[config.mk]
export PLATFORM = sky130hd
export DESIGN_NAME = adc_sample_logger
export DESIGN_NICKNAME = d
export VERILOG_FILES = /design/src/rtl/adc_sample_logger.sv
export SDC_FILE = /design/constraint.sdc
export NUM_CORES = 1
export LEC_CHECK = 0
export BUFFER_PORTS_ARGS = -buffer_cell sky130_fd_sc_hd__buf_2
export CAP_MARGIN = 20
export CELL_PAD_IN_SITES_DETAIL_PLACEMENT = 0
export CELL_PAD_IN_SITES_GLOBAL_PLACEMENT = 1
export CORE_MARGIN = 2
export CORE_UTILIZATION = 42
export CTS_CLUSTER_SIZE = 25
export DETAILED_ROUTE_END_ITERATION = 6
export PLACE_DENSITY = 0.89
export SYNTH_ARGS = -nofsm -noshare
export SYNTH_HDL_FRONTEND = slang
export SYNTH_SLANG_ARGS = --single-unit
[constraint.sdc]
create_clock -name clk -period 3 [get_ports clk]
set_input_delay 0.6 -clock clk [delete_from_list [all_inputs] [get_ports clk]]
set_output_delay 0.6 -clock clk [all_outputs]
set_load 0.01 [all_outputs]
[src/rtl/adc_sample_logger.sv]
// adc_sample_logger
// Avalon-MM write master that packs ADC conversion results into 32-bit words
// and stores them in on-chip memory used as a circular buffer. Exposes the
// write pointer, a sticky wrap flag and a saturating drop counter.
//
// Build option: ADC_LOGGER_TIMESTAMP_EN
//   defined   - a free-running 16-bit cycle counter is built and stored in
//               writedata[31:16] of every word.
//   undefined - no counter; writedata[31:16] is always 16'h0000.
//
// state | meaning
// ------+---------------------------------------------------------------
// IDLE  | no word held; a strobe with enable high (and no clear) is taken
// WRITE | word held on the bus until the slave drops avm_waitrequest

module adc_sample_logger #(
  parameter int ADDR_W = 18,
  parameter int DEPTH  = 262144
) (
  input  logic              clk,
  input  logic              reset_n,
  input  logic              enable,
  input  logic              clear,
  input  logic              sample_stb,
  input  logic [3:0]        sample_ch,
  input  logic [11:0]       sample_data,
  output logic              busy,
  output logic [ADDR_W-1:0] avm_address,
  output logic              avm_chipselect,
  output logic              avm_write,
  output logic [31:0]       avm_writedata,
  output logic [3:0]        avm_byteenable,
  input  logic              avm_waitrequest,
  output logic [ADDR_W-1:0] wr_ptr,
  output logic              wrapped,
  output logic [15:0]       drop_cnt
);

  typedef enum logic {IDLE = 1'b0, WRITE = 1'b1} state_t;

  state_t      state_q;
  state_t      state_d;
  logic        clear_pend_q;
  logic        accept;
  logic        complete;
  logic        clear_now;
  logic        ptr_last;
  logic [15:0] ts_word;

  // A clear in IDLE acts at once; in WRITE it waits for the bus transfer to
  // finish so a write in flight is never abandoned.
  assign accept    = (state_q == IDLE) & sample_stb & enable & ~clear;
  assign complete  = (state_q == WRITE) & ~avm_waitrequest;
  assign clear_now = ((state_q == IDLE) & clear)
                   | (complete & (clear_pend_q | clear));
  assign ptr_last  = (wr_ptr == ADDR_W'(DEPTH - 1));

`ifdef ADC_LOGGER_TIMESTAMP_EN
  logic [15:0] ts_q;

  // Free-running cycle counter, restarted by clear.
  always_ff @(posedge clk or negedge reset_n) begin
    if (!reset_n)       ts_q <= '0;
    else if (clear_now) ts_q <= '0;
    else                ts_q <= ts_q + 16'd1;
  end

  assign ts_word = ts_q;
`else
  assign ts_word = 16'h0000;
`endif

  // State register.
  always_ff @(posedge clk or negedge reset_n) begin
    if (!reset_n) state_q <= IDLE;
    else          state_q <= state_d;
  end

  // Next-state logic.
  always_comb begin
    state_d = state_q;
    case (state_q)
      IDLE:    if (accept)   state_d = WRITE;
      WRITE:   if (complete) state_d = IDLE;
      default: state_d = IDLE;
    endcase
  end

  // Bus strobes follow the state directly so reset drops avm_write at once.
  always_comb begin
    busy           = (state_q == WRITE);
    avm_write      = (state_q == WRITE);
    avm_chipselect = (state_q == WRITE);
    avm_byteenable = 4'hF;
  end

  // Latch address and packed word on accept; held stable through wait states.
  always_ff @(posedge clk or negedge reset_n) begin
    if (!reset_n) begin
      avm_address   <= '0;
      avm_writedata <= '0;
    end else if (accept) begin
      avm_address   <= wr_ptr;
      avm_writedata <= {ts_word, sample_ch, sample_data};
    end
  end

  // Remember a clear seen mid-write until the transfer completes.
  always_ff @(posedge clk or negedge reset_n) begin
    if (!reset_n)                           clear_pend_q <= 1'b0;
    else if (complete)                      clear_pend_q <= 1'b0;
    else if ((state_q == WRITE) && clear)   clear_pend_q <= 1'b1;
  end

  // Circular write pointer and sticky wrap flag.
  always_ff @(posedge clk or negedge reset_n) begin
    if (!reset_n) begin
      wr_ptr  <= '0;
      wrapped <= 1'b0;
    end else if (clear_now) begin
      wr_ptr  <= '0;
      wrapped <= 1'b0;
    end else if (complete) begin
      if (ptr_last) begin
        wr_ptr  <= '0;
        wrapped <= 1'b1;
      end else begin
        wr_ptr  <= wr_ptr + 1'b1;
      end
    end
  end

  // Count samples lost while a write is in progress, saturating at all-ones.
  always_ff @(posedge clk or negedge reset_n) begin
    if (!reset_n)
      drop_cnt <= '0;
    else if (clear_now)
      drop_cnt <= '0;
    else if ((state_q == WRITE) && sample_stb && enable && (drop_cnt != 16'hFFFF))
      drop_cnt <= drop_cnt + 16'd1;
  end

endmodule

After elaboration in Yosys (flattened, before gate mapping)
Index checks and enable logic that the tools add are counted.
{"block": "op_classes", "n_addsub": 2, "n_eq_ne": 2, "mux": 13, "bitwise_logic": 11, "n_reduce_logical": 9}
{"operator": "2-to-1 mux 18 bit", "n": 3}
{"operator": "2-to-1 mux 16 bit", "n": 2}
{"operator": "adder 18 x 1 -> 18 bit (second input constant)", "n": 1}
{"operator": "== test 18 bit (second input constant)", "n": 1}
{"operator": "adder 16 x 1 -> 16 bit (second input constant)", "n": 1}
{"operator": "inequality test 16 bit (second input constant)", "n": 1}
{"operator": "nonzero test 2 bit", "n": 4}
{"operator": "2-to-1 mux 1 bit", "n": 7}
{"operator": "bitwise AND 1 bit", "n": 6}
{"operator": "logical AND 1 bit", "n": 4}
{"operator": "inverter 1 bit", "n": 3}
{"operator": "OR 1 bit", "n": 2}
{"operator": "one-hot mux 1 bit (2 select lines)", "n": 1}
{"operator": "AND reduction 2 bit", "n": 1}
{"block": "word_totals", "regBits": 71, "input_bits": 22, "output_inout_bits": 92, "wordCells": 44}

Longest topological paths before layout
Gate-level depths: netlist of the first run.
{"block": "depth", "ltp_word": 6, "mapped_depth": 6}

Worst setup path after synthesis of the first run
OpenSTA, ideal clock, no wires.
{"block": "synth_path", "path_kind": "input -> register", "startpoint": "in avm_waitrequest", "endpoint": "reg wr_ptr[15]", "setup_ns": 0.088, "arrival_ns": 1.838, "slack_ns": 1.075, "stages": 4, "n_path_buf": 0, "cell_sequence": "and2_4 > or4b_4 > or4_1 > a22oi_1"}
{"block": "synth_between", "elab_chain_len": 5, "word_cells_on_any_way": 6, "cone_classes": "mux (1); bitwise (4); reduce/logical (1)"}
{"element": "start, declared", "line_no": "33", "source": "input logic avm_waitrequest,"}
{"element": "inverter 1 bit *", "line_no": "53", "source": "assign complete = (state_q == WRITE) & ~avm_waitrequest;"}
{"element": "bitwise AND 1 bit *", "line_no": "53"}
{"element": "bitwise AND 1 bit", "line_no": "55", "source": "| (complete & (clear_pend_q | clear));"}
{"element": "OR 1 bit", "line_no": "55"}
{"element": "2-to-1 mux 18 bit or nonzero test 2 bit (tied branches)"}
{"element": "end signal, assigned", "line_no": "128", "source": "wr_ptr <= wr_ptr + 1'b1;"}
{"element": "end, declared", "line_no": "34", "source": "output logic [ADDR_W-1:0] wr_ptr,"}
Every way passes the cells marked *; elsewhere a longest branch is shown, timed or not.
A chain may end at the register's enable or synchronous reset.

Final worst setup path of the first run
{"block": "layout_path", "startpoint": "reg state_q, in the netlist avm_chipselect", "endpoint": "reg wr_ptr[12]"}
{"block": "layout_between", "elab_chain_len": 4, "word_cells_on_any_way": 7, "cone_classes": "mux (1); bitwise (5); reduce/logical (1)"}
{"element": "start, declared", "line_no": "41", "source": "state_t state_q;"}
{"element": "start signal, assigned", "line_no": "76", "source": "else state_q <= state_d;"}
{"element": "bitwise AND 1 bit or inverter 1 bit (tied branches)"}
{"element": "bitwise AND 1 bit, on equally long branches", "line_no": "55, 54"}
{"element": "OR 1 bit", "line_no": "55"}
{"element": "2-to-1 mux 18 bit or nonzero test 2 bit (tied branches)"}
Several ways; a longest one is shown, not always the timed one.

==> results of run 1 <==
[power by group through the flow]
stage	sequential, mW	clock (mW)	combinational [mW]
after global placement	1.10	0	0.305
after global routing	1.10	1.02	0.343
after floorplan	1.13	0	0.160
after CTS	1.09	0.982	0.312
final	1.08	0.959	0.306
after detailed placement	1.10	0	0.311
[flip-flops by register name (all words and copies together), names as in the netlist]
name and cells:
drop_cnt 16, avm_address 18, wrapped 1, wr_ptr 18, avm_writedata 16, clear_pend_q 1, avm_chipselect 1
[cells in the mapped netlist (all sizes together), types with 2 or more instances]
cell type,number,share of area (%)
or4,8,1.7
a22oi,5,1.1
o41ai,4,0.99
nor2,3,0.53
nand2b,3,0.53
or3,7,1.2
and3,10,1.8
and4,7,1.8
inv,4,0.43
nand4,11,1.9
mux2,34,11
buf,26,5.4
a21oi,19,2.7
xnor2,2,0.50
conb,2,0.21
clkbuf,11,1.5
o21ai,15,2.1
dfrtp,71,50
ha,2,0.71
nand3,14,2.0
o31ai,9,1.9
nand2,27,2.9
nand4b,3,0.74
nor4,2,0.35
nor3,4,0.57
o311ai,7,1.7
and2,4,0.78
[path summary, 6_finish.rpt]
| path | start | endpoint | depth (start not counted) |
|---|---|---|---|
| worst max-delay path | avm_chipselect$_DFF_PN0_ | wr_ptr[12]$_DFFE_PN0P_ | 4 |
| worst min-delay path | reset_n | drop_cnt[5]$_DFFE_PN0P_ | 1 |
| worst max register to register | avm_chipselect$_DFF_PN0_ | wr_ptr[12]$_DFFE_PN0P_ | 4 |
| worst min register to register | avm_writedata[3]$_DFFE_PN0P_ | avm_writedata[3]$_DFFE_PN0P_ | 1 |
| max in group asynchronous | reset_n | avm_address[17]$_DFFE_PN0P_ | 1 |
| min in group clk | sample_ch[2] | avm_writedata[14]$_DFFE_PN0P_ | 2 |
[area by class of cell]
type	count	area (um^2)	area share, %
Multi-Input combinational cell	231	1560	37.0
Tap cell	105	131	3.11
Clock buffer	11	151	3.58
Inverter	4	15.0	0.355
Sequential cell	71	1780	42.0
Timing Repair Buffer	95	483	11.4
Clock inverter	5	104	2.46
[cells by family (layout without fill, tap and decap cells)]
family | after synthesis | in the layout | share of synthesized area (%)
flops | 71 | 71 | 50.3
xor+xnor | 2 | 2 | 0.496
simple gates | 105 | 105 | 17.4
other cells | 2 | 20 | 0.213
mux | 35 | 35 | 11.1
buf+inv | 41 | 115 | 7.30
fa+ha+maj | 2 | 2 | 0.709
compound gates | 67 | 67 | 12.4
[routing by layer]
metal,wire length [um],global-route usage (%),share of wire [%],vias up
li1,-,-,-,1362
met1,3580,25.4,44,1415
met2,4110,31.0,50,95
met3,407,3.32,5.0,5
met4,47,6.31,0.58,0
met5,0,0,0,-
==> run metrics, run 1 <==
status finished, final reports clean; Highest Clock Rate about 470 MHz; core region area 8180 um^2; type of origin of the critical path register; Arr. time, crit path approximately 2.3 ns; Setup crit end kind register; # Max-Cap Violations 0; Combinational Power Share 13.0%; Psw a little under 0.6 mW; Flop pwr share a little under half; x dimension of the die roughly 96 um; cell area after synthesis between 3000 and 4000 um^2; type of the worst setup path reg -> reg; async set or reset register ratio after synthesis 100%; post-synthesis average cell area around 11 um^2; transition time at the pin with the least slew margin approximately 0.91 ns; initial antenna violation count 0; total number of placement rows 33; hold-fix buffer count after cts 0; unrepaired setup endpoints after global routing false; number of design-rule violations left by the first detailed-router iteration around 140; most prevalent standard cell on the critical path sky130_fd_sc_hd__nand2_1; DRC Markers 0; final worst setup slack 0.887 ns; number of global-route vias before repair around 2800; number of nets still failing antenna checks after routing 0; wire length of the first global-routing pass ~13000 um; Buffers & Inverters on Critical Path 0; gp weighted congestion between 0.8 and 0.9; Max stage delay cell, worst path sky130_fd_sc_hd__dfrtp_1; Fill cells around 780; root buffer cell sky130_fd_sc_hd__clkbuf_8; overall routed net length 8140 um; global-route total usage across every layer approximately a fifth; YS warnings 0; Port-buffer cells 93; Layout Utilization around half; total setup buffers inserted after CTS 0; total power between 2 and 2.5 mW; Layout Cell Area excl Fill around 4200 um^2; synth unique cells between 40 and 50; number of pins with negative max-slew slack in the final report 0; final routed wire length divided by cell count 15.6 um; number of instances in the synthesized netlist ~330; final number of setup-violating endpoints 0; synthesis-to-finish area growth 19.7%; final hold viol count 0; Placement Setup Slack around 0.80 ns; CP Max Fanout 16; Slowest Stage Delay on Critical Path around 0.58 ns; grt ovf 0; net total in the final layout ~440; maximum number of pins on one net before global-route repair 72; flip-flop and latch count after synthesis between 70 and 80; sequential share of the synthesized area between 50 and 60%; overall die height roughly 96 um; number of vias per cell after detailed routing 5.51; Post-synth EDFFs 0; leakage dissipation 2.07 nW; Inst Count DP 506; clock group share of total power 40.8%; Internal Power around 1.8 mW; switching power share of the total 24.9%; TNS Setup 0 ns; antenna diode count 0; Critical Path, Cell by Cell nand2_1 -> nand2_1 -> o211ai_1 -> o311ai_0; shortest period the worst path allows approximately 2.1 ns; CTS clock-pin slew for the worst setup and hold paths around 0.08 ns; Max clock buf depth 2; worst-case register-to-register setup slack 0.89 ns; CTS resizes 0; vias after detailed routing ~2900; most frequent cells in the layout sky130_fd_sc_hd__buf_2, sky130_fd_sc_hd__dfrtp_1, sky130_fd_sc_hd__mux2_2, sky130_fd_sc_hd__nand2_1, sky130_fd_sc_hd__conb_1; Final Cycle Share 70.4%; CP top delay family compound AO/OA/AOI/OAI gates; total power density per cell area roughly 560 nW/um^2; DPL Wire Length around 5600 um; source-to-sink clock delay at the later pin of the worst-skew pair ~0.34 ns; Num Clock Sinks 71; instance area after placement 3970 um^2; tightest slew margin relative to the limit about two fifths; Hold WC Path Type in -> async; Final Non-Filler Cells around 520; final worst clock skew about 0.016 ns; worst hold slack after final layout ~0.38 ns; data required time at the worst endpoint 3.21 ns; clock buffers created by TritonCTS 9; Initial Util between 40% and 50%; most common flop cell mapped by yosys sky130_fd_sc_hd__dfrtp_1; highest ir drop seen on vdd approximately 0.00035 V; leading cell type in the layout, fill and taps excluded sky130_fd_sc_hd__buf_2; number of H-tree levels 3; first drt pass iteration count 4; die footprint about 9200 um^2; TritonCTS clock tree done; ratio of cells with drive above 1 in the final layout a little over a third; number of ports placed on the die boundary between 100 and 150
Power figures use the tool's default switching activity.
==> run 2, diff against run 1 <==
--- a/config.mk
+++ b/config.mk
@@ -10,10 +10,10 @@
 export CELL_PAD_IN_SITES_DETAIL_PLACEMENT = 0
 export CELL_PAD_IN_SITES_GLOBAL_PLACEMENT = 1
 export CORE_MARGIN = 2
-export CORE_UTILIZATION = 42
+export CORE_UTILIZATION = 39
 export CTS_CLUSTER_SIZE = 25
 export DETAILED_ROUTE_END_ITERATION = 6
-export PLACE_DENSITY = 0.89
+export PLACE_DENSITY = 0.83
 export SYNTH_ARGS = -nofsm -noshare
 export SYNTH_HDL_FRONTEND = slang
 export SYNTH_SLANG_ARGS = --single-unit
==> constraint.sdc (replaced) <==
create_clock -name clk -period 2.1 [get_ports clk]
set_input_delay 0.42 -clock clk [delete_from_list [all_inputs] [get_ports clk]]
set_output_delay 0.42 -clock clk [all_outputs]
set_load 0.01 [all_outputs]
==> run 2 against run 1 <==
Sequential power rose by 43%. Clock skew fell by 0.011 ns. Critical path depth rose by 1. Critical endpoint is now drop_cnt[4]$_DFFE_PN0P_. Cell count rose by 3.6%. Via count rose by 3.2%. Core utilization fell by 2.0 points. Global-route usage fell by 1.2 points. Die area rose by 7.4%. Combinational power rose by 58%. Wire length rose by 3.5%. Cell area rose by 3.0%.
==> run metrics, run 2 (same netlist as run 1, synthesis figures left out) <==
type of the worst setup path reg -> reg; worst-case register-to-register setup slack 0.13 ns (-0.75 ns); number of gates on the worst path with buffers counted 5 (+1); die footprint 9830 um^2 (+7.4%); number of design-rule violations left by the first detailed-router iteration 140 (-0.71%); first drt pass iteration count 4 (unchanged); Layout Cell Area excl Fill 4350 um^2 (+3.0%); Hold WC Path Type in -> async; CTS resizes 0 (unchanged); total power density per cell area 773 nW/um^2 (+39%); total number of placement rows 34 (+3.0%); final routed wire length divided by cell count 15.6 um (-0.11%); CP Max Fanout 12 (-4); total setup buffers inserted after CTS 0 (unchanged); number of nets still failing antenna checks after routing 0 (unchanged); synthesis-to-finish area growth 23.3%; leading cell type in the layout, fill and taps excluded sky130_fd_sc_hd__buf_2; hold-fix buffer count after cts 0 (unchanged); tightest slew margin relative to the limit 64.8% (+25 points); root buffer cell sky130_fd_sc_hd__clkbuf_8; Max clock buf depth 2 (unchanged); overall die height 99.1 um (+3.6%); source-to-sink clock delay at the later pin of the worst-skew pair 0.34 ns (about the same); shortest period the worst path allows 1.97 ns (-0.145 ns); CP top delay family simple AND/OR/NAND/NOR gates; transition time at the pin with the least slew margin 0.528 ns (-0.379 ns); maximum number of pins on one net before global-route repair 39 (-46%); DRC Markers 0 (unchanged); number of ports placed on the die boundary 114 (unchanged); highest ir drop seen on vdd 0.000499 V (+44%); status finished, final reports clean; vias after detailed routing 2970 (+3.2%); Slowest Stage Delay on Critical Path 0.51 ns (-0.07 ns); global-route total usage across every layer 17.7% (-1.2 points); Highest Clock Rate 508 MHz (+7.4%); biggest regs avm_address (18), wr_ptr (18); worst hold slack after final layout 0.0163 ns (-0.359 ns); x dimension of the die 99.1 um (+3.6%); CTS clock-pin slew for the worst setup and hold paths 0.08 ns (about the same); number of H-tree levels 3 (unchanged); ratio of cells with drive above 1 in the final layout 38.1% (+2.1 points); gp weighted congestion 0.809 (-2.7%); overall routed net length 8430 um (+3.5%); Inst Count DP 525 (+3.8%); grt ovf 0 (unchanged); number of global-route vias before repair 2759 (+0.18%); Layout Utilization 49.7% (-2.0 points); # Max-Cap Violations 0 (unchanged); final hold viol count 0 (unchanged); Port-buffer cells 93 (unchanged); net total in the final layout 452 (+3.7%); final worst clock skew 0.00515 ns (-0.0112 ns); Final Non-Filler Cells 541 (+3.6%); Fill cells 842 (+8.4%); Num Clock Sinks 71 (unchanged); TNS Setup 0 ns (unchanged); start point of the critical path drop_cnt[0]$_DFFE_PN0P_; type of origin of the critical path register; core region area 8760 um^2 (+7.2%); Initial Util 40.3% (-2.9 points); startpoint of the most critical register-to-register path drop_cnt[0]$_DFFE_PN0P_; most frequent cells in the layout sky130_fd_sc_hd__buf_2, sky130_fd_sc_hd__dfrtp_1, sky130_fd_sc_hd__mux2_2, sky130_fd_sc_hd__nand2_1, sky130_fd_sc_hd__conb_1; Critical Path, Cell by Cell ha_1 -> and3_1 -> and4_1 -> or4_1 -> a21oi_1; data required time at the worst endpoint 2.37 ns (-0.84 ns); Final Cycle Share 93.7% (+23 points); Max stage delay cell, worst path sky130_fd_sc_hd__or4_1; initial antenna violation count 0 (unchanged); DPL Wire Length 5900 um (+5.1%); number of pins with negative max-slew slack in the final report 0 (unchanged); leakage dissipation 2.14 nW (+3.5%); unrepaired setup endpoints after global routing false; clock buffers created by TritonCTS 9 (unchanged); Buffers & Inverters on Critical Path 0 (unchanged); wire length of the first global-routing pass 13900 um (+3.1%); Reg2Reg Depth 5 (+1); Arr. time, crit path 2.24 ns (-0.08 ns); antenna diode count 0 (unchanged); Setup crit end kind register; number of vias per cell after detailed routing 5.49 (-0.39%); TritonCTS clock tree done; RR Endpoint drop_cnt[4]$_DFFE_PN0P_; instance area after placement 4110 um^2 (+3.4%); final number of setup-violating endpoints 0 (unchanged); critical path capture point drop_cnt[4]$_DFFE_PN0P_
## run 2: through the flow
step	setup WS, ns	power [mW]
6_report	0.133	3.37
5_1_grt	0.0386	3.51
4_1_cts	0.169	3.41
3_5_place_dp	0.121	2.06
3_3_place_gp	0.144	2.05
2_1_floorplan	0.184	1.85
## run 2: metal layers
layer / up-vias / GRT usage [%] / part of all wire, %
met1: 1482 / 24.7 / 46
li1: 1394 / - / -
met4: 0 / 6.85 / 1.3
met5: - / 0 / 0
met2: 80 / 27.8 / 48
met3: 14 / 3.23 / 5.0
## run 2: worst min path at each step
stage                 start                            to  slack [ns]  depth (start not counted)
finish              reset_n       drop_cnt[2]$_DFFE_PN0P_        0.02                          1
global route        reset_n   avm_address[16]$_DFFE_PN0P_        0.05                          1
CTS                 reset_n  avm_writedata[4]$_DFFE_PN0P_        0.03                          1
detailed placement  reset_n       drop_cnt[2]$_DFFE_PN0P_        0.41                          1
global placement    reset_n       drop_cnt[2]$_DFFE_PN0P_        0.40                          1
floorplan           reset_n    avm_address[0]$_DFFE_PN0P_        0.12                          0
## run 2: final cells by class
type | instances | area [um^2] | share of cell area, %
Timing Repair Buffer | 111 | 616 | 14.1
Sequential cell | 71 | 1780 | 40.8
Clock buffer | 11 | 141 | 3.25
Clock inverter | 5 | 105 | 2.41
Tap cell | 108 | 135 | 3.10
Inverter | 4 | 15.0 | 0.345
Multi-Input combinational cell | 231 | 1560 | 35.9
## run 2: power breakdown
group / total, mW / internal (mW) / leakage, nW / switching [mW]
combinational: 0.484 / 0.216 / 1.07 / 0.268
clock: 1.34 / 0.822 / 0.116 / 0.523
sequential: 1.54 / 1.48 / 0.951 / 0.0605
total: 3.37 / 2.52 / 2.14 / 0.851
==> run 3, diff against run 2 <==
--- a/config.mk
+++ b/config.mk
@@ -11,9 +11,10 @@
 export CELL_PAD_IN_SITES_GLOBAL_PLACEMENT = 1
 export CORE_MARGIN = 2
 export CORE_UTILIZATION = 39
+export CTS_BUF_LIST = sky130_fd_sc_hd__clkbuf_16
 export CTS_CLUSTER_SIZE = 25
 export DETAILED_ROUTE_END_ITERATION = 6
-export PLACE_DENSITY = 0.83
+export PLACE_DENSITY = 0.78
 export SYNTH_ARGS = -nofsm -noshare
 export SYNTH_HDL_FRONTEND = slang
 export SYNTH_SLANG_ARGS = --single-unit
==> run 3 against run 2 <==
Die area unchanged. Maximum frequency increased by 1.0%. Core utilization increased by 1.1 points. Largest cell class unchanged. Combinational power decreased by 0.8%. Hold slack improved by 0.034 ns. Cell area increased by 2.3%. Non-clock buffer count increased by 1.
==> run metrics, run 3 (same netlist as run 1, synthesis figures left out) <==
status finished, final reports clean; data required time at the worst endpoint 2.33 ns (-0.04 ns); number of vias per cell after detailed routing 5.40 (-1.6%); global-route total usage across every layer 17.9% (+0.15 points); number of global-route vias before repair 2772 (+0.47%); TritonCTS clock tree done; Final Non-Filler Cells 542 (+0.18%); final worst setup slack 0.152 ns (+0.0198 ns); overall die height 99.1 um (unchanged); total number of placement rows 34 (unchanged); Port-buffer cells 93 (unchanged); tightest slew margin relative to the limit 57.4% (-7.3 points); Num Clock Sinks 71 (unchanged); final worst clock skew 0.00512 ns (-0.0000331 ns); source-to-sink clock delay at the later pin of the worst-skew pair 0.33 ns (about the same); final hold viol count 0 (unchanged); Max clock buf depth 2 (unchanged); grt ovf 0 (unchanged); Multi-input gate area 1560 um^2 (unchanged); hold-fix buffer count after cts 0 (unchanged); Arr. time, crit path 2.18 ns (-0.06 ns); most congested layer reported by global routing met2; x dimension of the die 99.1 um (unchanged); TNS Setup 0 ns (unchanged); first drt pass iteration count 6 (+2); type of the worst setup path reg -> reg; clock group share of total power 45.9% (+5.9 points); number of nets still failing antenna checks after routing 0 (unchanged); leading cell type in the layout, fill and taps excluded sky130_fd_sc_hd__buf_2; Flop pwr share 41.3% (-4.4 points); ratio of cells with drive above 1 in the final layout 38.2% (+0.14 points); Highest Clock Rate 513 MHz (+1.0%); total setup buffers inserted after CTS 0 (unchanged); highest ir drop seen on vdd 0.000449 V (-10%); # Max-Cap Violations 0 (unchanged); Max stage delay cell, worst path sky130_fd_sc_hd__or4b_4; Initial Util 40.3% (unchanged); Fill cells 841 (-0.12%); total area of sequential cells 1780 um^2 (unchanged); number of H-tree levels 3 (unchanged); final number of setup-violating endpoints 0 (unchanged); Critical Path, Cell by Cell nand3_1 -> or4b_4 -> or4_1 -> a22oi_1; met3 global-route usage 3.30% (+0.070 points); CTS resizes 0 (unchanged); vias after detailed routing 2927 (-1.4%); root buffer cell sky130_fd_sc_hd__clkbuf_16; total power 3.74 mW (+11%); Combinational Power Share 12.8% (-1.6 points); Inst Count DP 526 (+0.19%); final routed wire length divided by cell count 15.8 um (+1.5%); type of origin of the critical path register; worst hold slack after final layout 0.0506 ns (+0.0343 ns); clock buffers created by TritonCTS 9 (unchanged); GR Layer Usage met2 28.7% (+0.94 points); shortest period the worst path allows 1.95 ns (-0.0198 ns); CTS clock-pin slew for the worst setup and hold paths 0.06 ns (-0.02 ns); synthesis-to-finish area growth 26.1%; Internal Power 2.85 mW (+13%); number of ports placed on the die boundary 114 (unchanged); total power density per cell area 840 nW/um^2 (+8.6%); transition time at the pin with the least slew margin 0.638 ns (+0.110 ns); Buffers & Inverters on Critical Path 0 (unchanged); most frequent cells in the layout sky130_fd_sc_hd__buf_2, sky130_fd_sc_hd__dfrtp_1, sky130_fd_sc_hd__mux2_2, sky130_fd_sc_hd__nand2_1, sky130_fd_sc_hd__conb_1; Placement Setup Slack 0.112 ns (-0.00814 ns); unrepaired setup endpoints after global routing false; initial antenna violation count 0 (unchanged); core region area 8760 um^2 (unchanged); DPL Wire Length 6080 um (+2.9%); DRC Markers 0 (unchanged); maximum number of pins on one net before global-route repair 37 (-5.1%); CP top delay family simple AND/OR/NAND/NOR gates; overall routed net length 8570 um (+1.7%); CP Max Fanout 12 (unchanged); biggest regs avm_address (18), wr_ptr (18); leakage dissipation 2.20 nW (+2.8%); number of pins with negative max-slew slack in the final report 0 (unchanged); met1 Track Usage GR 24.5% (-0.18 points); net total in the final layout 453 (+0.22%); Final Cycle Share 92.7% (-0.94 points); die footprint 9830 um^2 (unchanged); Setup crit end kind register; Slowest Stage Delay on Critical Path 0.61 ns (+0.10 ns); Hold WC Path Type in -> async; number of design-rule violations left by the first detailed-router iteration 108 (-23%); antenna diode count 0 (unchanged); Psw 0.892 mW (+4.9%); wire length of the first global-routing pass 14100 um (+1.2%); gp weighted congestion 0.767 (-5.2%); switching power share of the total 23.9% (-1.4 points)
run 3: cell types whose count changed in the layout (fill, tap and decap cells not counted), sizes merged:
cell and delta:
clkbuf -2, inv +1, clkinvlp -2, clkinv +3, buf +1
run 3: layer usage:
metal | share of wire, % | up-vias
met5 | 0 | -
met4 | 0.85 | 0
met3 | 3.9 | 9
met2 | 49 | 83
met1 | 46 | 1440
li1 | - | 1395
run 3: area by class of cell:
type / instances / area share (%)
Timing Repair Buffer: 112 / 14.0
Sequential cell: 71 / 39.9
Inverter: 4 / 0.337
Multi-Input combinational cell: 231 / 35.1
Tap cell: 108 / 3.04
Clock inverter: 7 / 2.53
Clock buffer: 9 / 5.06
run 3: per-stage QoR:
step,instance area [um^2],util [%]
2_1_floorplan,3600,-
3_3_place_gp,4110,46.9
3_5_place_dp,4110,46.9
4_1_cts,4450,50.8
5_1_grt,4450,50.8
6_report,4450,50.8
run 3: path summary, 6_finish.rpt:
kind                                       startpoint                             to  slack (ns)  depth (start not counted)
max                             wr_ptr[0]$_DFFE_PN0P_         wr_ptr[15]$_DFFE_PN0P_        0.15                          4
min                                           reset_n       clear_pend_q$_DFFE_PN0P_        0.05                          1
max reg2reg                     wr_ptr[0]$_DFFE_PN0P_         wr_ptr[15]$_DFFE_PN0P_        0.15                          4
min reg2reg                avm_address[8]$_DFFE_PN0P_     avm_address[8]$_DFFE_PN0P_        0.50                          1
max in group asynchronous                     reset_n        drop_cnt[8]$_DFFE_PN0P_        1.49                          2
min in group clk                      sample_data[11]  avm_writedata[11]$_DFFE_PN0P_        0.32                          2
run 3: power groups by stage:
| stage | combinational, mW | sequential (mW) | clock, mW |
|---|---|---|---|
| 3_5_place_dp | 0.487 | 1.57 | 0 |
| 2_1_floorplan | 0.229 | 1.62 | 0 |
| 5_1_grt | 0.527 | 1.56 | 1.82 |
| 6_report | 0.480 | 1.54 | 1.72 |
| 3_3_place_gp | 0.480 | 1.56 | 0 |
| 4_1_cts | 0.489 | 1.55 | 1.75 |
